`src/rtl/skin_region_tracker_pkg.sv`:
```
// rtl/skin_region_tracker_pkg.sv - shared FSM states and default geometry for the skin region tracker
package skin_region_tracker_pkg;

  typedef enum logic {
    ST_IDLE   = 1'b0,
    ST_ACTIVE = 1'b1
  } state_e;

  localparam int unsigned DEF_IMG_WIDTH     = 320;
  localparam int unsigned DEF_IMG_HEIGHT    = 240;
  localparam int unsigned DEF_X_W           = 9;
  localparam int unsigned DEF_Y_W           = 8;
  localparam int unsigned DEF_CNT_W         = 10;
  localparam int unsigned DEF_MIN_ROW_COUNT = 4;

endpackage

```
`src/rtl/skin_region_tracker_row_accumulator.sv`:
```
// rtl/skin_region_tracker_row_accumulator.sv - per-row skin count, extent and column position
module row_accumulator #(
  parameter int unsigned IMG_WIDTH = 320,
  parameter int unsigned X_W       = 9,
  parameter int unsigned CNT_W     = 10
) (
  input  logic             clk,
  input  logic             reset,
  input  logic             beat_i,
  input  logic             start_i,
  input  logic             pix_bin_i,
  input  logic             eol_i,
  output logic [CNT_W-1:0] row_cnt_o,
  output logic [X_W-1:0]   row_x_first_o,
  output logic [X_W-1:0]   row_x_last_o,
  output logic             row_has_skin_o,
  output logic             pos_ovf_o,
  output logic             len_bad_o
);

  // Position is one bit wider than the column so "one past the last pixel" is representable.
  localparam int unsigned    P_W      = X_W + 1;
  localparam logic [P_W-1:0] POS_LAST = P_W'(IMG_WIDTH - 1);
  localparam logic [P_W-1:0] POS_SAT  = P_W'(IMG_WIDTH);
  localparam logic [CNT_W-1:0] CNT_SAT = CNT_W'(IMG_WIDTH);
  localparam logic [X_W-1:0] X_LAST   = X_W'(IMG_WIDTH - 1);

  logic [P_W-1:0]   pos_q, pos_d, cur_pos;
  logic [CNT_W-1:0] cnt_q, cnt_d, base_cnt;
  logic [X_W-1:0]   first_q, first_d, last_q, last_d, base_last, cur_x;
  logic             have_q, have_d, base_have;

  // Row summary including the current beat; a start-of-frame beat ignores any stale row state.
  always_comb begin
    cur_pos   = start_i ? '0 : pos_q;
    base_cnt  = start_i ? '0 : cnt_q;
    base_have = start_i ? 1'b0 : have_q;
    base_last = start_i ? '0 : last_q;
    cur_x     = (cur_pos == POS_SAT) ? X_LAST : cur_pos[X_W-1:0];

    row_cnt_o      = (base_cnt == CNT_SAT) ? CNT_SAT : base_cnt + CNT_W'(pix_bin_i);
    row_has_skin_o = base_have | pix_bin_i;
    row_x_first_o  = base_have ? first_q : cur_x;
    row_x_last_o   = pix_bin_i ? cur_x : base_last;
    pos_ovf_o      = beat_i & (cur_pos == POS_SAT);
    len_bad_o      = beat_i & eol_i & (cur_pos != POS_LAST);

    pos_d   = pos_q;
    cnt_d   = cnt_q;
    first_d = first_q;
    last_d  = last_q;
    have_d  = have_q;
    if (beat_i) begin
      if (eol_i) begin
        pos_d   = '0;
        cnt_d   = '0;
        first_d = '0;
        last_d  = '0;
        have_d  = 1'b0;
      end else begin
        pos_d   = (cur_pos == POS_SAT) ? POS_SAT : cur_pos + P_W'(1);
        cnt_d   = row_cnt_o;
        first_d = row_x_first_o;
        last_d  = row_x_last_o;
        have_d  = row_has_skin_o;
      end
    end
  end

  // Row state register.
  always_ff @(posedge clk) begin
    if (reset) begin
      pos_q   <= '0;
      cnt_q   <= '0;
      first_q <= '0;
      last_q  <= '0;
      have_q  <= 1'b0;
    end else begin
      pos_q   <= pos_d;
      cnt_q   <= cnt_d;
      first_q <= first_d;
      last_q  <= last_d;
      have_q  <= have_d;
    end
  end

endmodule

```
`src/rtl/skin_region_tracker.sv`:
```
// rtl/skin_region_tracker.sv - frame-level bounding box / peak row tracker over a binary skin stream
module skin_region_tracker
  import skin_region_tracker_pkg::*;
#(
  parameter int unsigned IMG_WIDTH     = DEF_IMG_WIDTH,
  parameter int unsigned IMG_HEIGHT    = DEF_IMG_HEIGHT,
  parameter int unsigned X_W           = DEF_X_W,
  parameter int unsigned Y_W           = DEF_Y_W,
  parameter int unsigned CNT_W         = DEF_CNT_W,
  parameter int unsigned MIN_ROW_COUNT = DEF_MIN_ROW_COUNT
) (
  input  logic             clk,
  input  logic             reset,
  input  logic             pix_valid,
  input  logic             pix_bin,
  input  logic             pix_sof,
  input  logic             pix_eol,
  output logic             res_valid,
  output logic             res_found,
  output logic [X_W-1:0]   res_x_min,
  output logic [X_W-1:0]   res_x_max,
  output logic [Y_W-1:0]   res_y_min,
  output logic [Y_W-1:0]   res_y_max,
  output logic [Y_W-1:0]   res_peak_y,
  output logic [CNT_W-1:0] res_peak_cnt,
  output logic             res_err
);

  localparam logic [Y_W-1:0]   Y_LAST  = Y_W'(IMG_HEIGHT - 1);
  localparam logic [CNT_W-1:0] HIT_MIN = CNT_W'(MIN_ROW_COUNT);

  state_e state_q, state_d;
  logic   beat, start;

  logic [CNT_W-1:0] row_cnt;
  logic [X_W-1:0]   row_first, row_last;
  logic             row_has_skin, row_ovf, row_len_bad;

  logic [Y_W-1:0]   y_q, y_d, y_min_q, y_min_d, y_max_q, y_max_d, peak_y_q, peak_y_d;
  logic [X_W-1:0]   x_min_q, x_min_d, x_max_q, x_max_d;
  logic [CNT_W-1:0] peak_cnt_q, peak_cnt_d;
  logic             hit_q, hit_d, err_q, err_d;

  logic             res_valid_q, res_valid_d, res_found_q, res_found_d, res_err_q, res_err_d;
  logic [X_W-1:0]   res_x_min_q, res_x_min_d, res_x_max_q, res_x_max_d;
  logic [Y_W-1:0]   res_y_min_q, res_y_min_d, res_y_max_q, res_y_max_d, res_peak_y_q, res_peak_y_d;
  logic [CNT_W-1:0] res_peak_cnt_q, res_peak_cnt_d;

  // Outside a frame only a start-of-frame beat is taken; any SOF restarts the frame.
  assign start = pix_valid & pix_sof;
  assign beat  = pix_valid & (pix_sof | (state_q == ST_ACTIVE));

  row_accumulator #(
    .IMG_WIDTH (IMG_WIDTH),
    .X_W       (X_W),
    .CNT_W     (CNT_W)
  ) u_row (
    .clk            (clk),
    .reset          (reset),
    .beat_i         (beat),
    .start_i        (start),
    .pix_bin_i      (pix_bin),
    .eol_i          (pix_eol),
    .row_cnt_o      (row_cnt),
    .row_x_first_o  (row_first),
    .row_x_last_o   (row_last),
    .row_has_skin_o (row_has_skin),
    .pos_ovf_o      (row_ovf),
    .len_bad_o      (row_len_bad)
  );

  // Next state: frame restart, row merge on EOL, result load and FSM return on the last row.
  always_comb begin
    state_d        = state_q;
    y_d            = y_q;
    hit_d          = hit_q;
    x_min_d        = x_min_q;
    x_max_d        = x_max_q;
    y_min_d        = y_min_q;
    y_max_d        = y_max_q;
    peak_y_d       = peak_y_q;
    peak_cnt_d     = peak_cnt_q;
    err_d          = err_q;
    res_valid_d    = 1'b0;
    res_found_d    = res_found_q;
    res_x_min_d    = res_x_min_q;
    res_x_max_d    = res_x_max_q;
    res_y_min_d    = res_y_min_q;
    res_y_max_d    = res_y_max_q;
    res_peak_y_d   = res_peak_y_q;
    res_peak_cnt_d = res_peak_cnt_q;
    res_err_d      = res_err_q;

    if (beat) begin
      if (start) begin
        state_d    = ST_ACTIVE;
        y_d        = '0;
        hit_d      = 1'b0;
        x_min_d    = '0;
        x_max_d    = '0;
        y_min_d    = '0;
        y_max_d    = '0;
        peak_y_d   = '0;
        peak_cnt_d = '0;
        err_d      = 1'b0;
      end

      if (row_ovf || row_len_bad) begin
        err_d = 1'b1;
      end

      if (pix_eol) begin
        if (row_has_skin && (row_cnt >= HIT_MIN)) begin
          if (!hit_d) begin
            y_min_d = y_d;
            x_min_d = row_first;
            x_max_d = row_last;
          end else begin
            if (row_first < x_min_d) x_min_d = row_first;
            if (row_last > x_max_d)  x_max_d = row_last;
          end
          hit_d   = 1'b1;
          y_max_d = y_d;
          // Strictly greater: on a tie the earlier row keeps the peak.
          if (row_cnt > peak_cnt_d) begin
            peak_cnt_d = row_cnt;
            peak_y_d   = y_d;
          end
        end

        if (y_d == Y_LAST) begin
          res_valid_d    = 1'b1;
          res_found_d    = hit_d;
          res_x_min_d    = x_min_d;
          res_x_max_d    = x_max_d;
          res_y_min_d    = y_min_d;
          res_y_max_d    = y_max_d;
          res_peak_y_d   = peak_y_d;
          res_peak_cnt_d = peak_cnt_d;
          res_err_d      = err_d;
          state_d        = ST_IDLE;
          y_d            = '0;
        end else begin
          y_d = y_d + Y_W'(1);
        end
      end
    end
  end

  // Frame accumulators, FSM state and held result registers.
  always_ff @(posedge clk) begin
    if (reset) begin
      state_q        <= ST_IDLE;
      y_q            <= '0;
      hit_q          <= 1'b0;
      x_min_q        <= '0;
      x_max_q        <= '0;
      y_min_q        <= '0;
      y_max_q        <= '0;
      peak_y_q       <= '0;
      peak_cnt_q     <= '0;
      err_q          <= 1'b0;
      res_valid_q    <= 1'b0;
      res_found_q    <= 1'b0;
      res_x_min_q    <= '0;
      res_x_max_q    <= '0;
      res_y_min_q    <= '0;
      res_y_max_q    <= '0;
      res_peak_y_q   <= '0;
      res_peak_cnt_q <= '0;
      res_err_q      <= 1'b0;
    end else begin
      state_q        <= state_d;
      y_q            <= y_d;
      hit_q          <= hit_d;
      x_min_q        <= x_min_d;
      x_max_q        <= x_max_d;
      y_min_q        <= y_min_d;
      y_max_q        <= y_max_d;
      peak_y_q       <= peak_y_d;
      peak_cnt_q     <= peak_cnt_d;
      err_q          <= err_d;
      res_valid_q    <= res_valid_d;
      res_found_q    <= res_found_d;
      res_x_min_q    <= res_x_min_d;
      res_x_max_q    <= res_x_max_d;
      res_y_min_q    <= res_y_min_d;
      res_y_max_q    <= res_y_max_d;
      res_peak_y_q   <= res_peak_y_d;
      res_peak_cnt_q <= res_peak_cnt_d;
      res_err_q      <= res_err_d;
    end
  end

  assign res_valid    = res_valid_q;
  assign res_found    = res_found_q;
  assign res_x_min    = res_x_min_q;
  assign res_x_max    = res_x_max_q;
  assign res_y_min    = res_y_min_q;
  assign res_y_max    = res_y_max_q;
  assign res_peak_y   = res_peak_y_q;
  assign res_peak_cnt = res_peak_cnt_q;
  assign res_err      = res_err_q;

endmodule

```
`config.mk`:
```
export PLATFORM = sky130hd
export DESIGN_NAME = skin_region_tracker
export DESIGN_NICKNAME = d
export VERILOG_FILES = /design/src/rtl/skin_region_tracker_pkg.sv /design/src/rtl/skin_region_tracker_row_accumulator.sv /design/src/rtl/skin_region_tracker.sv
export SDC_FILE = /design/constraint.sdc
export NUM_CORES = 1
export LEC_CHECK = 0
export BUFFER_PORTS_ARGS = -buffer_cell sky130_fd_sc_hd__buf_2
export CAP_MARGIN = 20
export CELL_PAD_IN_SITES_DETAIL_PLACEMENT = 0
export CELL_PAD_IN_SITES_GLOBAL_PLACEMENT = 1
export CORE_ASPECT_RATIO = 0.6
export CORE_MARGIN = 10
export CORE_UTILIZATION = 46
export DETAILED_ROUTE_END_ITERATION = 8
export PLACE_DENSITY_LB_ADDON = 0.25
export SLEW_MARGIN = 20
export SYNTH_ARGS = -nofsm -noshare
export SYNTH_HDL_FRONTEND = slang
export SYNTH_HIERARCHICAL = 1
export SYNTH_SLANG_ARGS = --single-unit
```
`constraint.sdc`:
```
create_clock -name clk -period 6.07 [get_ports clk]
set_input_delay 0.9105 -clock clk [delete_from_list [all_inputs] [get_ports clk]]
set_output_delay 0.9105 -clock clk [all_outputs]
set_load 0.005 [all_outputs]
```
## Yosys cells after proc, flatten, opt, wreduce, memory -nomap -nowiden

Cells that the tools add are included.

| operators by class | value |
|---|---|
| $add $sub $neg | 3 |
| multiply operators | 0 |
| divide/modulo/power cells | 0 |
| $lt $le $gt $ge | 4 |
| eq/ne operators | 4 |
| shifts and indexed selects | 0 |
| multiplexer cells | 56 |
| bitwise logic cells | 9 |
| reductions and logical operators | 4 |

Operator list:

| operator | number |
|---|---|
| $mux W9 | 18 |
| $mux W8 | 15 |
| $mux W10 | 11 |
| $eq A10 B9 Y1 const B | 2 |
| $mux W1 | 12 |
| $add A10 B1 Y10 | 1 |
| $add A10 B1 Y10 const B | 1 |
| $ge A10 B3 Y1 const B | 1 |
| $gt A10 B10 Y1 | 1 |
| $ne A10 B9 Y1 const B | 1 |
| $gt A9 B9 Y1 | 1 |
| $lt A9 B9 Y1 | 1 |
| $add A8 B1 Y8 const B | 1 |
| $eq A8 B8 Y1 const B | 1 |
| $and A1 B1 Y1 | 5 |
| $reduce_and A3 Y1 | 1 |
| $reduce_or A3 Y1 | 1 |
| $not A1 Y1 | 2 |
| $or A1 B1 Y1 | 2 |
| $logic_and A1 B1 Y1 | 1 |
| $logic_or A1 B1 Y1 | 1 |

| storage, ports and cells | value |
|---|---|
| bits in registers | 157 |
| latch bits | 0 |
| RAM bits | 0 |
| bits in read-only memories | 0 |
| input port bits | 6 |
| output and inout bits | 55 |
| word-level logic and storage cells | 104 |
| memories | 0 |

## Depth between registers and ports, before layout

Gate-level depths: netlist of the first run.

| logic depth | value |
|---|---|
| word-level depth | 10 |
| mapped depth | 22 |
| gate-level depth less buffers | 16 |

## By module

The synthesis of the first run kept the hierarchy.

By module, submodules not included:

| module | instances | cells an instance | area each (µm²) |
|---|---|---|---|
| skin_region_tracker | 1 | 582 | 5451.5 |
| row_accumulator | 1 | 311 | 2447.3 |

## Worst setup path before layout of the first run

Ideal clock, no wire load.

| path | value |
|---|---|
| path kind | input -> register |
| start point | input pix_valid |
| end point | register res_x_max_q[3] (netlist: res_x_max[3]) |
| library setup time | 0.122 ns |
| arrival time | 4.838 ns |
| required time | 5.948 ns |
| path slack | 1.110 ns |
| cell stages on the path | 20 |
| path buffers | 5 |
| path through | buf_2 -> nand2_1 -> inv_1 -> clkbuf_1 -> buf_6 -> buf_2 -> nand2b_1 -> ha_1 -> nor4b_2 -> and4_1 -> buf_6 -> nand2_2 -> o21ai_0 -> ha_1 -> a21oi_1 -> o21ai_0 -> a2111oi_0 -> or2_2 -> a21oi_2 -> a221o_1 |

| between the ends | value |
|---|---|
| cells in the longest elaborated chain, start to end | 9 |

RTL lines:

| element | RTL line | text |
|---|---|---|
| start: declaration | skin_region_tracker.sv:14 | `input logic pix_valid,` |
| $and A1 B1 Y1 (*) | skin_region_tracker.sv:50 | `assign start = pix_valid & pix_sof;` |
| net start | skin_region_tracker.sv:33 | `logic beat, start;` |
| $mux W10 | skin_region_tracker_row_accumulator.sv:35 | `cur_pos = start_i ? '0 : pos_q;` |
| $eq A10 B9 Y1 | skin_region_tracker_row_accumulator.sv:39 | `cur_x = (cur_pos == POS_SAT) ? X_LAST : cur_pos[X_W-1:0];` |
| $mux W9 | skin_region_tracker_row_accumulator.sv:39 |  |
| $mux W9 (*) | skin_region_tracker_row_accumulator.sv:44 | `row_x_last_o = pix_bin_i ? cur_x : base_last;` |
| net row_last[4] | skin_region_tracker.sv:36 | `logic [X_W-1:0] row_first, row_last;` |
| $gt A9 B9 Y1 (*) | skin_region_tracker.sv:120 | `if (row_last > x_max_d) x_max_d = row_last;` |
| $mux W9 (*) | skin_region_tracker.sv:120 |  |
| $mux W9 (*) | skin_region_tracker.sv:114 | `if (!hit_d) begin` |
| $mux W9 (*) | skin_region_tracker.sv:113 | `if (row_has_skin && (row_cnt >= HIT_MIN)) begin` |
| end signal: assignment | skin_region_tracker.sv:186 | `res_x_max_q <= res_x_max_d;` |
| end: declaration | skin_region_tracker.sv:45 | `logic [X_W-1:0] res_x_min_q, res_x_min_d, res_x_max_q, res_x_max_d;` |

Mark *: on every way through the listed nets, which the timed path passes. The rest lies on a longest branch. The select of a mux whose other input is x is not followed.
A chain may end at the register's enable or synchronous reset.

## Worst setup path after layout of the first run

| path | value |
|---|---|
| start point | input pix_valid |
| end point | register peak_cnt_q[0] |

| between the ends | value |
|---|---|
| cells in the longest elaborated chain, start to end | 8 |

RTL lines:

| element | RTL line | text |
|---|---|---|
| $and A1 B1 Y1 (*) | skin_region_tracker.sv:50 |  |
| $mux W10 (*) | skin_region_tracker_row_accumulator.sv:36 | `base_cnt = start_i ? '0 : cnt_q;` |
| $add A10 B1 Y10 or $eq A10 B9 Y1 (tied branches) | skin_region_tracker_row_accumulator.sv:41 | `row_cnt_o = (base_cnt == CNT_SAT) ? CNT_SAT : base_cnt + CNT_W'(pix_bin_i);` |
| $mux W10 (*) | skin_region_tracker_row_accumulator.sv:41 |  |
| net row_cnt[6] | skin_region_tracker.sv:35 | `logic [CNT_W-1:0] row_cnt;` |
| $gt A10 B10 Y1 or $ge A10 B3 Y1 (tied branches) | skin_region_tracker.sv:125, skin_region_tracker.sv:113 |  |
| $mux W10 or $logic_and A1 B1 Y1 (tied branches) | skin_region_tracker.sv:125, skin_region_tracker.sv:113 |  |
| $mux W10 (*) | skin_region_tracker.sv:113 |  |
| $mux W10 (*) | skin_region_tracker.sv:112 | `if (pix_eol) begin` |
| end signal: assignment | skin_region_tracker.sv:181 | `peak_cnt_q <= peak_cnt_d;` |
| end: declaration | skin_region_tracker.sv:41 | `logic [CNT_W-1:0] peak_cnt_q, peak_cnt_d;` |

Marks and branches as above.

==> results of run 1 <==
[layer usage]
metal	vias to the layer above	track usage (%)
li1	3334	-
met1	3231	30.42
met2	234	25.08
met3	20	5.080
met4	0	3.455
met5	-	0
[power by group through the flow]
stage | Clock (mW) | Sequential, mW | Combinational, mW
final | 1.15 | 1.04 | 0.102
after global routing | 1.21 | 1.04 | 0.111
after CTS | 1.16 | 1.04 | 0.100
after detailed placement | 0 | 1.06 | 0.0998
after global placement | 0 | 1.06 | 0.101
after floorplan | 0 | 1.06 | 0.0738
[placed cells by master, fill, tap and decap left out, types with 6 or more instances in the layout]
master     netlist  routed
o21bai_1         6       6
nor2b_1         12      12
nand4_1          7       7
a31oi_1         12      12
o21ai_0         61      61
a22oi_1         10      10
mux2i_1         38      38
and2_1          27      27
a21oi_1         40      39
inv_1           30      29
nand3_1         18      18
nand2_1        109     108
a32o_1          23      23
xnor2_1          7       7
a221o_1          9       9
buf_4            7      10
a22o_1          34      34
nor2_1          72      72
o21ai_1          9       9
o211ai_1         8       8
clkbuf_16        0      17
ha_1            32      32
dfxtp_1        157     157
buf_2           12      60
nand2b_1        10      10
o21ai_2          6       6
nand3b_1         8       8
[flip-flops by register name (all words and copies together) (netlist names), 8 cells and up]
register,count
peak_cnt_q,10
peak_y_q,8
res_peak_cnt,10
res_peak_y,8
res_x_max,9
res_x_min,9
res_y_max,8
res_y_min,8
u_row/cnt_q,10
u_row/first_q,9
u_row/last_q,9
u_row/pos_q,10
x_max_q,9
x_min_q,9
y_max_q,8
y_min_q,8
y_q,8
[cell type report]
type | count | area (µm²) | area share (%)
clock buffers | 19 | 452.9 | 5.066
clock inverters | 13 | 177.7 | 1.987
inverters | 32 | 120.1 | 1.343
multi-input cells | 651 | 4367 | 48.84
flip-flops and latches | 157 | 3143 | 35.15
well taps | 228 | 285.3 | 3.191
repair buffers | 71 | 395.4 | 4.422
[stage by stage]
step	instance area, µm²	instances	setup WS, ns	hold slack [ns]
finish	8941	1171	1.213	0.4334
global route	8941	1171	0.7629	0.4626
CTS	8941	1171	1.295	0.4375
detailed placement	8310	1139	0.8903	0.4266
global placement	8310	1139	0.8546	0.4240
floorplan	7899	893	1.110	0.4168
[how the worst max path moves through the flow]
stage | cells after the start | from | to
5_1_grt | 17 | pix_valid | peak_cnt_q[8]
3_5_place_dp | 17 | pix_valid | peak_cnt_q[5]
3_3_place_gp | 16 | pix_valid | peak_cnt_q[6]
6_report | 17 | pix_valid | peak_cnt_q[0]
2_1_floorplan | 20 | pix_valid | res_x_max[3]
4_1_cts | 17 | pix_valid | peak_cnt_q[0]
[logic make-up (layout without fill, tap and decap cells)]
kind of cell             Yosys count  count (layout)  synth area share, %
adder cells (fa/ha/maj)           32              32                5.069
buffers and inverters             85             135                5.164
XOR/XNOR                           9               9               0.9980
AO/OA/AOI/OAI                    262             262                23.82
flip-flops                       157             157                39.79
AND/OR/NAND/NOR                  305             305                19.63
multiplexers                      43              43                5.528
[worst register-to-register path, delay by kind of cell, from the launching register on]
family	cells	cell delay (ns)
AOI/OAI and AO/OA	7	2.07
and+or+nand+nor	4	0.87
adders and majority gates	2	0.48
buffers and inverters	3	0.40
DFF	1	0.39
==> impl_metrics.py, run 1 <==
metrics = {
    "status": {
        "outcome": "finished clean",
    },
    "finish": {
        "layout-drive-gt1-share_pct": 15.48,
        "fill_cells": 1560,
        "area_delta_synth_final_pct": 13.20,
        "layout.nets": 968,
        "final_core_util_pct": 54.09,
        "antenna_cells": 0,
    },
    "sta": {
        "tns_ns": 0,
        "tightest_slew_ns": 0.9932,
        "maxSlewHeadroom_pct": 33.39,
        "fin_crit_ns": 4.857,
        "period_share_pct": 80.01,
        "finalSetupViolations": 0,
        "finalHoldViolations": 0,
        "fmax_mhz": 205.9,
        "grt_setup_unrepaired": "false",
        "slew_violations": 0,
        "fin_skew_ns": 0.01296,
    },
    "worst_setup_path": {
        "cp_max_fo": 57,
        "worstSetupPathType": "input pin to flop",
        "timing.rr.end": "x_max_q[6]",
        "r2r_cells": 16,
        "reg2reg_slack_ns": 1.80,
        "crit_required_ns": 6.43,
        "path_buf_inv": 3,
        "path_cells": "buf_2 -> nand2_2 -> clkinv_1 -> buf_12 -> nor2b_1 -> ha_1 -> ha_1 -> and4_1 -> nand2_1 -> xor2_1 -> nor2_1 -> ha_1 -> a21oi_1 -> o21ai_1 -> o21ai_2 -> nor2_2 -> a22o_1",
        "start_kind": "input pin",
        "critical_path.slowest_cell": "nor2_2",
        "critPathCaptureType": "flop",
        "worstReg2RegStart": "u_row/pos_q[1]",
        "critPathMostFrequentCell": "ha_1",
        "cpPeakStageDelay_ns": 0.70,
        "cp_data_arrival_time_ns": 5.22,
        "crit_family": "simple AND/OR/NAND/NOR gates",
    },
    "pwr": {
        "seq_power_share_pct": 45.3,
        "internal_power_mw": 1.736,
        "power_frac_comb_pct": 4.5,
        "p_per_area_nw_per_um2": 255.6,
        "p_leak_nw": 3.641,
        "vdd_drop_max_mv": 0.2144,
        "p_clk_share_pct": 50.2,
        "switching_share_pct": 24.06,
        "p_total_mw": 2.286,
        "p_switching_uw": 549.9,
    },
    "clock_tree": {
        "cts_root_buf": "clkbuf_16",
        "htree_num_levels": 4,
        "insertion_delay_ns": 0.42,
        "clock_path_buffers": 2,
        "tritoncts": "yes",
        "path_clk_slew_ns": 0.07,
        "clock_sinks": 157,
        "cts_hold_buf": 0,
        "cts_resized": 0,
        "cts_setup_buffers": 0,
        "cts_buffers": 17,
    },
    "synthesis": {
        "syn_nets": 931,
        "synth_area_leader_cell": "dfxtp_1",
        "async_flop_share_pct": 0,
        "synth-warning-count": 6,
        "yosys-top-cells-area": "dfxtp_1 (40%), nand2_1 (5.2%), ha_1 (5.1%), mux2i_1 (4.8%), o21ai_0 (3.9%)",
        "synth_area_um2": 7899,
        "ys_ff_latch": 157,
        "synth_commonest_cells": "dfxtp_1 (157), nand2_1 (109), nor2_1 (72)",
        "syn_avg_cell_area_um2": 8.845,
        "yosysMostFrequentCell": "dfxtp_1",
        "synth.distinct_cells": 76,
        "synth_top_area_share_pct": 39.79,
        "synth-main-ff-cell": "dfxtp_1",
        "synthCells": 893,
        "synth-seq-area-share_pct": 39.79,
        "synth_edf_count": 0,
    },
    "placement": {
        "dp_hpwl_um": 15530,
        "place.gp.congestion": 0.8615,
        "port_buffers": 60,
    },
    "floorplan": {
        "die_h_um": 121.5,
        "coreArea_um2": 16530,
        "num_rows": 36,
        "initial_core_util_pct": 47.78,
        "die_x_um": 189.2,
        "num_io_pins": 61,
        "dieArea_um2": 22990,
    },
    "detailed_routing": {
        "viasPerCell": 5.823,
        "drtPass1Iterations": 5,
        "vias": 6819,
        "detail-route-antenna-nets": 0,
        "wl_met2_um": 8500,
        "wl_met3_um": 1710,
        "first_iter_violations": 699,
        "drt_wl_total_um": 22360,
        "drc_errors": 0,
        "wl_met1_um": 11990,
        "wl_per_cell_um": 19.10,
        "top_layer": "met4",
    },
    "global_route": {
        "grt-ovfl-total": 0,
        "grt_max_degree": 74,
        "first_global_vias": 6304,
        "grt_use_total_pct": 19.31,
        "antenna_found_initial": 0,
        "grt_first_pass_wirelength_um": 36050,
    },
    "hold_path": {
        "hp-start": "res_peak_y[7]",
        "hp-class": "flop to flop",
        "min_to": "res_peak_y[7]",
        "holdPathStages": 2,
    },
    "flow_run": {
        "drv_cap": 0,
    },
}
Note: power is estimated with default switching activity, not from simulation.
==> run 2: changes to the inputs <==
--- a/config.mk
+++ b/config.mk
@@ -5,13 +5,14 @@
 export SDC_FILE = /design/constraint.sdc
 export NUM_CORES = 1
 export LEC_CHECK = 0
+export ABC_AREA = 1
 export BUFFER_PORTS_ARGS = -buffer_cell sky130_fd_sc_hd__buf_2
 export CAP_MARGIN = 20
 export CELL_PAD_IN_SITES_DETAIL_PLACEMENT = 0
 export CELL_PAD_IN_SITES_GLOBAL_PLACEMENT = 1
 export CORE_ASPECT_RATIO = 0.6
 export CORE_MARGIN = 10
-export CORE_UTILIZATION = 46
+export CORE_UTILIZATION = 40
 export DETAILED_ROUTE_END_ITERATION = 8
 export PLACE_DENSITY_LB_ADDON = 0.25
 export SLEW_MARGIN = 20
==> constraint.sdc (replaced) <==
create_clock -name clk -period 3.95 [get_ports clk]
set_input_delay 0.5925 -clock clk [delete_from_list [all_inputs] [get_ports clk]]
set_output_delay 0.5925 -clock clk [all_outputs]
set_load 0.005 [all_outputs]
==> run 2 against run 1 <==
Sequential share of layout area down 4.0 points; cell count grew 42%; worst setup slack got worse by 0.87 ns; via count up 26%; sequential power grew 55%; synthesized cell count up 49%; critical path depth rose by 3; flip-flop and latch count unchanged; utilization down 8.2 points; critical path type unchanged; critical endpoint is now peak_cnt_q[7]; largest power group unchanged.
==> impl_metrics.py, run 2 <==
metrics = {
    "worst_setup_path": {
        "r2r_cells": 18,
        "crit_family": "simple AND/OR/NAND/NOR gates",
        "path_buf_inv": 2,
        "worstReg2RegStart": "u_row/cnt_q[0]",
        "path_depth": 20,
        "critPathCaptureType": "flop",
        "crit_required_ns": 4.23,
        "crit_start": "pix_valid",
        "reg2reg_slack_ns": 0.41,
        "cp_max_fo": 19,
        "start_kind": "input pin",
        "cp_data_arrival_time_ns": 3.89,
        "endpoint": "peak_cnt_q[7]",
        "worstSetupPathType": "input pin to flop",
        "cpPeakStageDelay_ns": 0.41,
        "timing.rr.end": "peak_cnt_q[7]",
        "critPathMostFrequentCell": "nand2_1",
        "path_cells": "buf_2 -> nand2_4 -> inv_2 -> nor2_1 -> ha_1 -> ha_1 -> nand4_1 -> nor2_4 -> nand2_1 -> nand2_1 -> nand2_1 -> ha_1 -> nand4_1 -> nor3_2 -> nor2_4 -> nand2_2 -> nand2_1 -> nand3_1 -> nand2_1 -> a21oi_1",
        "critical_path.slowest_cell": "nand2_2",
    },
    "synthesis": {
        "synth_area_leader_cell": "dfxtp_1",
        "synthCells": 1332,
        "synth-compound-area-share_pct": 11.99,
        "yosysMostFrequentCell": "nand2_1",
        "synth-seq-area-share_pct": 35.16,
        "syn_nets": 1370,
        "yosys-top-cells-area": "dfxtp_1 (35%), nand2_1 (19%), nand3_1 (10%), a21oi_1 (6.4%), inv_1 (4.6%)",
        "synth_fa_ha_area_share_pct": 4.479,
        "synth_top_area_share_pct": 35.16,
        "synth-main-ff-cell": "dfxtp_1",
        "synthMuxAreaShare_pct": 0,
        "ys_ff_latch": 157,
        "async_flop_share_pct": 0,
        "synth.distinct_cells": 44,
        "yosys.area_share.simple_pct": 38.35,
        "synth-warning-count": 6,
        "syn_avg_cell_area_um2": 6.712,
        "synth_area_um2": 8940,
        "synth_edf_count": 0,
        "synth_commonest_cells": "nand2_1 (441), nand3_1 (181), dfxtp_1 (157)",
        "synthXorXnorAreaFrac_pct": 0.5738,
        "synth_top_family_by_area": "simple AND/OR/NAND/NOR gates",
    },
    "sta": {
        "period_share_pct": 91.30,
        "fin_crit_ns": 3.606,
        "fin_skew_ns": 0.01084,
        "grt_setup_unrepaired": "false",
        "maxSlewHeadroom_pct": 37.00,
        "slew_violations": 0,
        "tightest_slew_ns": 0.9451,
        "whs_ns": 0.4657,
        "finalSetupViolations": 0,
        "finalHoldViolations": 0,
        "fmax_mhz": 277.3,
    },
    "detailed_routing": {
        "drc_errors": 0,
        "wl_per_cell_um": 16.26,
        "first_iter_violations": 723,
        "viasPerCell": 5.156,
        "vias": 8600,
        "detail-route-antenna-nets": 0,
        "drtPass1Iterations": 5,
        "drt_wl_total_um": 27120,
    },
    "pwr": {
        "p_per_area_nw_per_um2": 366.6,
        "vdd_drop_max_mv": 0.2906,
        "p_total_mw": 3.700,
        "p_leak_nw": 4.776,
    },
    "global_route": {
        "grt_max_degree": 73,
        "busiest_layer": "met1",
        "grt_util_met2_pct": 25.08,
        "grt_use_met3_pct": 3.674,
        "antenna_found_initial": 0,
        "grt-ovfl-total": 0,
        "first_global_vias": 7749,
        "met1_usage_pct": 30.25,
        "grt_use_total_pct": 19.07,
        "grt_first_pass_wirelength_um": 43970,
    },
    "clock_tree": {
        "clock_sinks": 157,
        "cts_root_buf": "clkbuf_16",
        "tritoncts": "yes",
        "insertion_delay_ns": 0.44,
        "cts_resized": 0,
        "cts_hold_buf": 0,
        "cts_buffers": 17,
        "cts_setup_buffers": 0,
        "htree_num_levels": 4,
        "path_clk_slew_ns": 0.07,
        "clock_path_buffers": 2,
    },
    "placement": {
        "place_area_um2": 9467,
        "port_buffers": 60,
        "place_inst": 1636,
        "dp_hpwl_um": 18790,
        "place.gp.congestion": 0.9013,
    },
    "finish": {
        "antenna_cells": 0,
        "final_core_util_pct": 45.84,
        "final_cells": 1668,
        "final_cell_mix": "nand2_1 (441), nand3_1 (181), dfxtp_1 (157)",
        "design_area_um2": 10090,
        "final_common_cell": "nand2_1",
        "area_delta_synth_final_pct": 12.90,
        "layout.nets": 1407,
        "layout-drive-gt1-share_pct": 14.69,
    },
    "floorplan": {
        "num_io_pins": 61,
        "dieArea_um2": 28930,
        "die_x_um": 213,
        "num_rows": 42,
        "initial_core_util_pct": 40.60,
        "coreArea_um2": 22020,
        "die_h_um": 135.8,
    },
    "flow_run": {
        "drv_cap": 0,
    },
    "status": {
        "outcome": "finished clean",
    },
    "hold_path": {
        "hp-start": "peak_cnt_q[1]",
        "hp-class": "flop to flop",
    },
}
## run 2: worst reg2reg max path, delay by kind of cell, from the launching register on
family                     cells  cell delay [ns]
AOI/OAI and AO/OA              1             0.05
adders and majority gates      3             0.74
buffers and inverters          1             0.05
DFF                            1             0.33
and+or+nand+nor               13             2.21
## run 2: cells by family (layout without fill, tap and decap cells)
kind of cell,after synthesis,count (layout)
simple gates,753,753
buf+inv,193,243
compound gates,192,192
flops,157,157
fa+ha+maj,32,32
xor+xnor,5,5
## run 2: area by class of cell
class	instances	area, µm²
Fill cell	2282	11930
Multi-Input combinational cell	982	4960
Sequential cell	157	3143
Timing Repair Buffer	89	545.5
Inverter	122	460.4
Clock buffer	17	425.4
Tap cell	286	357.8
Clock inverter	15	201.4
## run 2: report_power, final
group	switching, mW	internal, mW	total, mW
registers	0.00868	1.60	1.61
clock network	0.767	1.02	1.79
logic	0.226	0.0779	0.304
total	1.00	2.70	3.70
## run 2: stage by stage
stage | setup TNS [ns] | setup slack (ns)
floorplan | 0 | 0.6283
global placement | 0 | 0.08611
detailed placement | -0.09346 | -0.01643
CTS | 0 | 0.4369
global route | 0 | 0.06153
finish | 0 | 0.3437
## run 2: layer usage
layer	share of wire, %	routed length (µm)
met5	0	0
met4	0.87	235
met3	6.8	1855
met2	37	10070
met1	55	14960
## run 2: worst min path at each step
stage / to / slack, ns / cells after the start
after floorplan: u_row/cnt_q[9] / 0.44 / 2
after global placement: u_row/cnt_q[0] / 0.45 / 2
after detailed placement: peak_cnt_q[1] / 0.46 / 2
after CTS: peak_cnt_q[1] / 0.47 / 2
after global routing: peak_cnt_q[9] / 0.48 / 2
final: peak_cnt_q[1] / 0.47 / 2
==> run 3: changes to the inputs <==
--- a/config.mk
+++ b/config.mk
@@ -18,5 +18,4 @@
 export SLEW_MARGIN = 20
 export SYNTH_ARGS = -nofsm -noshare
 export SYNTH_HDL_FRONTEND = slang
-export SYNTH_HIERARCHICAL = 1
 export SYNTH_SLANG_ARGS = --single-unit
==> run 3 against run 2 <==
Clock power grew 7%; global-route usage shrank 1.6 points; flip-flop and latch count is the same; routed wire length shrank 16%; largest power group unchanged; sequential share of layout area grew 2.7 points; fmax grew 3.7%.
==> impl_metrics.py, run 3 <==
metrics = {
    "synthesis": {
        "synth-seq-area-share_pct": 39.43,
        "synth_area_leader_cell": "dfxtp_1",
        "yosys-top-cells-area": "dfxtp_1 (39%), nand2_1 (16%), nand3_1 (7.4%), a21oi_1 (6.7%), ha_1 (4.7%)",
        "synth_top_area_share_pct": 39.43,
        "yosysMostFrequentCell": "nand2_1",
        "syn_avg_cell_area_um2": 7.017,
        "synth-main-ff-cell": "dfxtp_1",
        "synth_edf_count": 0,
        "ys_ff_latch": 157,
        "synth-warning-count": 0,
        "synth_area_um2": 7971,
        "async_flop_share_pct": 0,
        "synthCells": 1136,
        "syn_nets": 1172,
        "synth.distinct_cells": 50,
        "synth_commonest_cells": "nand2_1 (338), dfxtp_1 (157), nand3_1 (118)",
    },
    "global_route": {
        "first_global_vias": 6789,
        "grt_first_pass_wirelength_um": 36960,
        "grt-ovfl-total": 0,
        "grt_use_total_pct": 17.44,
        "antenna_found_initial": 0,
        "grt_max_degree": 95,
    },
    "worst_setup_path": {
        "worstSetupPathType": "input pin to flop",
        "cp_max_fo": 22,
        "worstReg2RegStart": "u_row.cnt_q[0]",
        "crit_required_ns": 4.31,
        "cp_data_arrival_time_ns": 3.84,
        "start_kind": "input pin",
        "crit_start": "pix_valid",
        "critPathCaptureType": "flop",
    },
    "sta": {
        "period_share_pct": 88.08,
        "slew_violations": 0,
        "finalHoldViolations": 0,
        "grt_setup_unrepaired": "false",
        "fmax_mhz": 287.4,
        "fin_skew_ns": 0.01267,
        "fin_crit_ns": 3.479,
        "tns_ns": 0,
        "tightest_slew_ns": 1.072,
        "whs_ns": 0.4456,
        "finalSetupViolations": 0,
        "maxSlewHeadroom_pct": 28.44,
    },
    "detailed_routing": {
        "detail-route-antenna-nets": 0,
        "wl_per_cell_um": 15.62,
        "viasPerCell": 5.071,
        "first_iter_violations": 577,
        "vias": 7398,
        "top_layer": "met4",
        "wl_met2_um": 8966,
        "wl_met1_um": 12390,
        "drc_errors": 0,
        "drt_wl_total_um": 22790,
        "drtPass1Iterations": 5,
        "wl_met3_um": 1266,
    },
    "clock_tree": {
        "path_clk_slew_ns": 0.06,
        "cts_resized": 0,
        "cts_hold_buf": 0,
        "htree_num_levels": 4,
        "cts_buffers": 17,
        "insertion_delay_ns": 0.44,
        "cts_root_buf": "clkbuf_16",
        "cts_setup_buffers": 0,
        "tritoncts": "yes",
        "clock_sinks": 157,
        "clock_path_buffers": 2,
    },
    "floorplan": {
        "die_h_um": 129.4,
        "coreArea_um2": 19270,
        "num_rows": 39,
        "die_x_um": 202.2,
        "num_io_pins": 61,
        "dieArea_um2": 26160,
        "initial_core_util_pct": 41.36,
    },
    "pwr": {
        "vdd_drop_max_mv": 0.2709,
        "p_leak_nw": 4.050,
        "p_per_area_nw_per_um2": 397.3,
        "p_total_mw": 3.694,
    },
    "hold_path": {
        "hp-class": "flop to flop",
        "hp-start": "res_x_min[6]",
    },
    "finish": {
        "final_common_cell": "nand2_1",
        "final_core_util_pct": 48.24,
        "antenna_cells": 0,
        "area_delta_synth_final_pct": 16.65,
        "design_area_um2": 9299,
        "final_cell_mix": "nand2_1 (338), dfxtp_1 (157), nand3_1 (118)",
        "layout-drive-gt1-share_pct": 14.00,
        "layout.nets": 1216,
    },
    "placement": {
        "place.gp.congestion": 0.8670,
        "port_buffers": 60,
        "dp_hpwl_um": 15400,
        "place_area_um2": 8605,
    },
    "status": {
        "outcome": "finished clean",
    },
    "flow_run": {
        "drv_cap": 0,
    },
}
-- run 3: cell types whose count changed after synthesis, moves of 17 or more --
cell | before | now
nand2_1 | 441 | 338
nand3_1 | 181 | 118
a22o_1 | 0 | 26
inv_1 | 109 | 85
o211ai_1 | 19 | 1
o21ai_2 | 0 | 17
-- run 3: kinds of logic after synthesis --
family	after synthesis	share of synthesized area [%]
fa+ha+maj	30	4.709
buf+inv	156	7.974
compound gates	231	17.61
simple gates	557	29.63
xor+xnor	5	0.6437
flops	157	39.43
-- run 3: layout make-up --
cell class	instances	area [µm²]
clock buffer	18	439.2
clock inverter	14	239.0
fill	1953	9976
inverter	92	347.8
multi-input combinational	823	4235
sequential	157	3143
tap	266	332.8
timing repair buffer	89	561.8
-- run 3: critical path, cell delays in order --
cell     delay (ns)
buf_2          0.12
nand2_4        0.11
buf_4          0.27
nand2_1        0.13
nor2_1         0.16
nand4_1        0.16
nor2_1         0.16
nand2_1        0.08
xor2_1         0.21
inv_1          0.10
ha_1           0.30
nand2_1        0.09
o41ai_2        0.68
nand2_1        0.09
o21ai_0        0.10
nand2_1        0.07
nand2_1        0.10
nand2_1        0.05
o21ai_0        0.07
nand2_1        0.07
a21oi_1        0.12
-- run 3: through the flow --
stage          worst slack (ns)  std cells
5_1_grt                 0.05254       1459
3_5_place_dp           -0.06460       1427
4_1_cts                  0.3903       1459
2_1_floorplan            0.2274       1136
3_3_place_gp           -0.04384       1427
6_report                 0.4710       1459
-- run 3: worst paths after layout --
kind,endpoint,slack [ns],cells after the start
setup / recovery,peak_cnt_q[9],0.47,21
hold reg to reg,res_x_min[6],0.45,2
hold / removal,res_x_min[6],0.45,2
setup reg to reg,peak_cnt_q[9],0.52,21
-- run 3: power breakdown --
group / switching, mW / internal [mW]
sequential: 0.00294 / 1.59
clock: 0.706 / 1.20
combinational: 0.148 / 0.0444
-- run 3: metal layers --
metal / track usage (%) / up-vias
met2: 25.04 / 191
met4: 4.585 / 0
met5: 0 / -
met1: 25.66 / 3333
met3: 3.708 / 19
li1: - / 3855
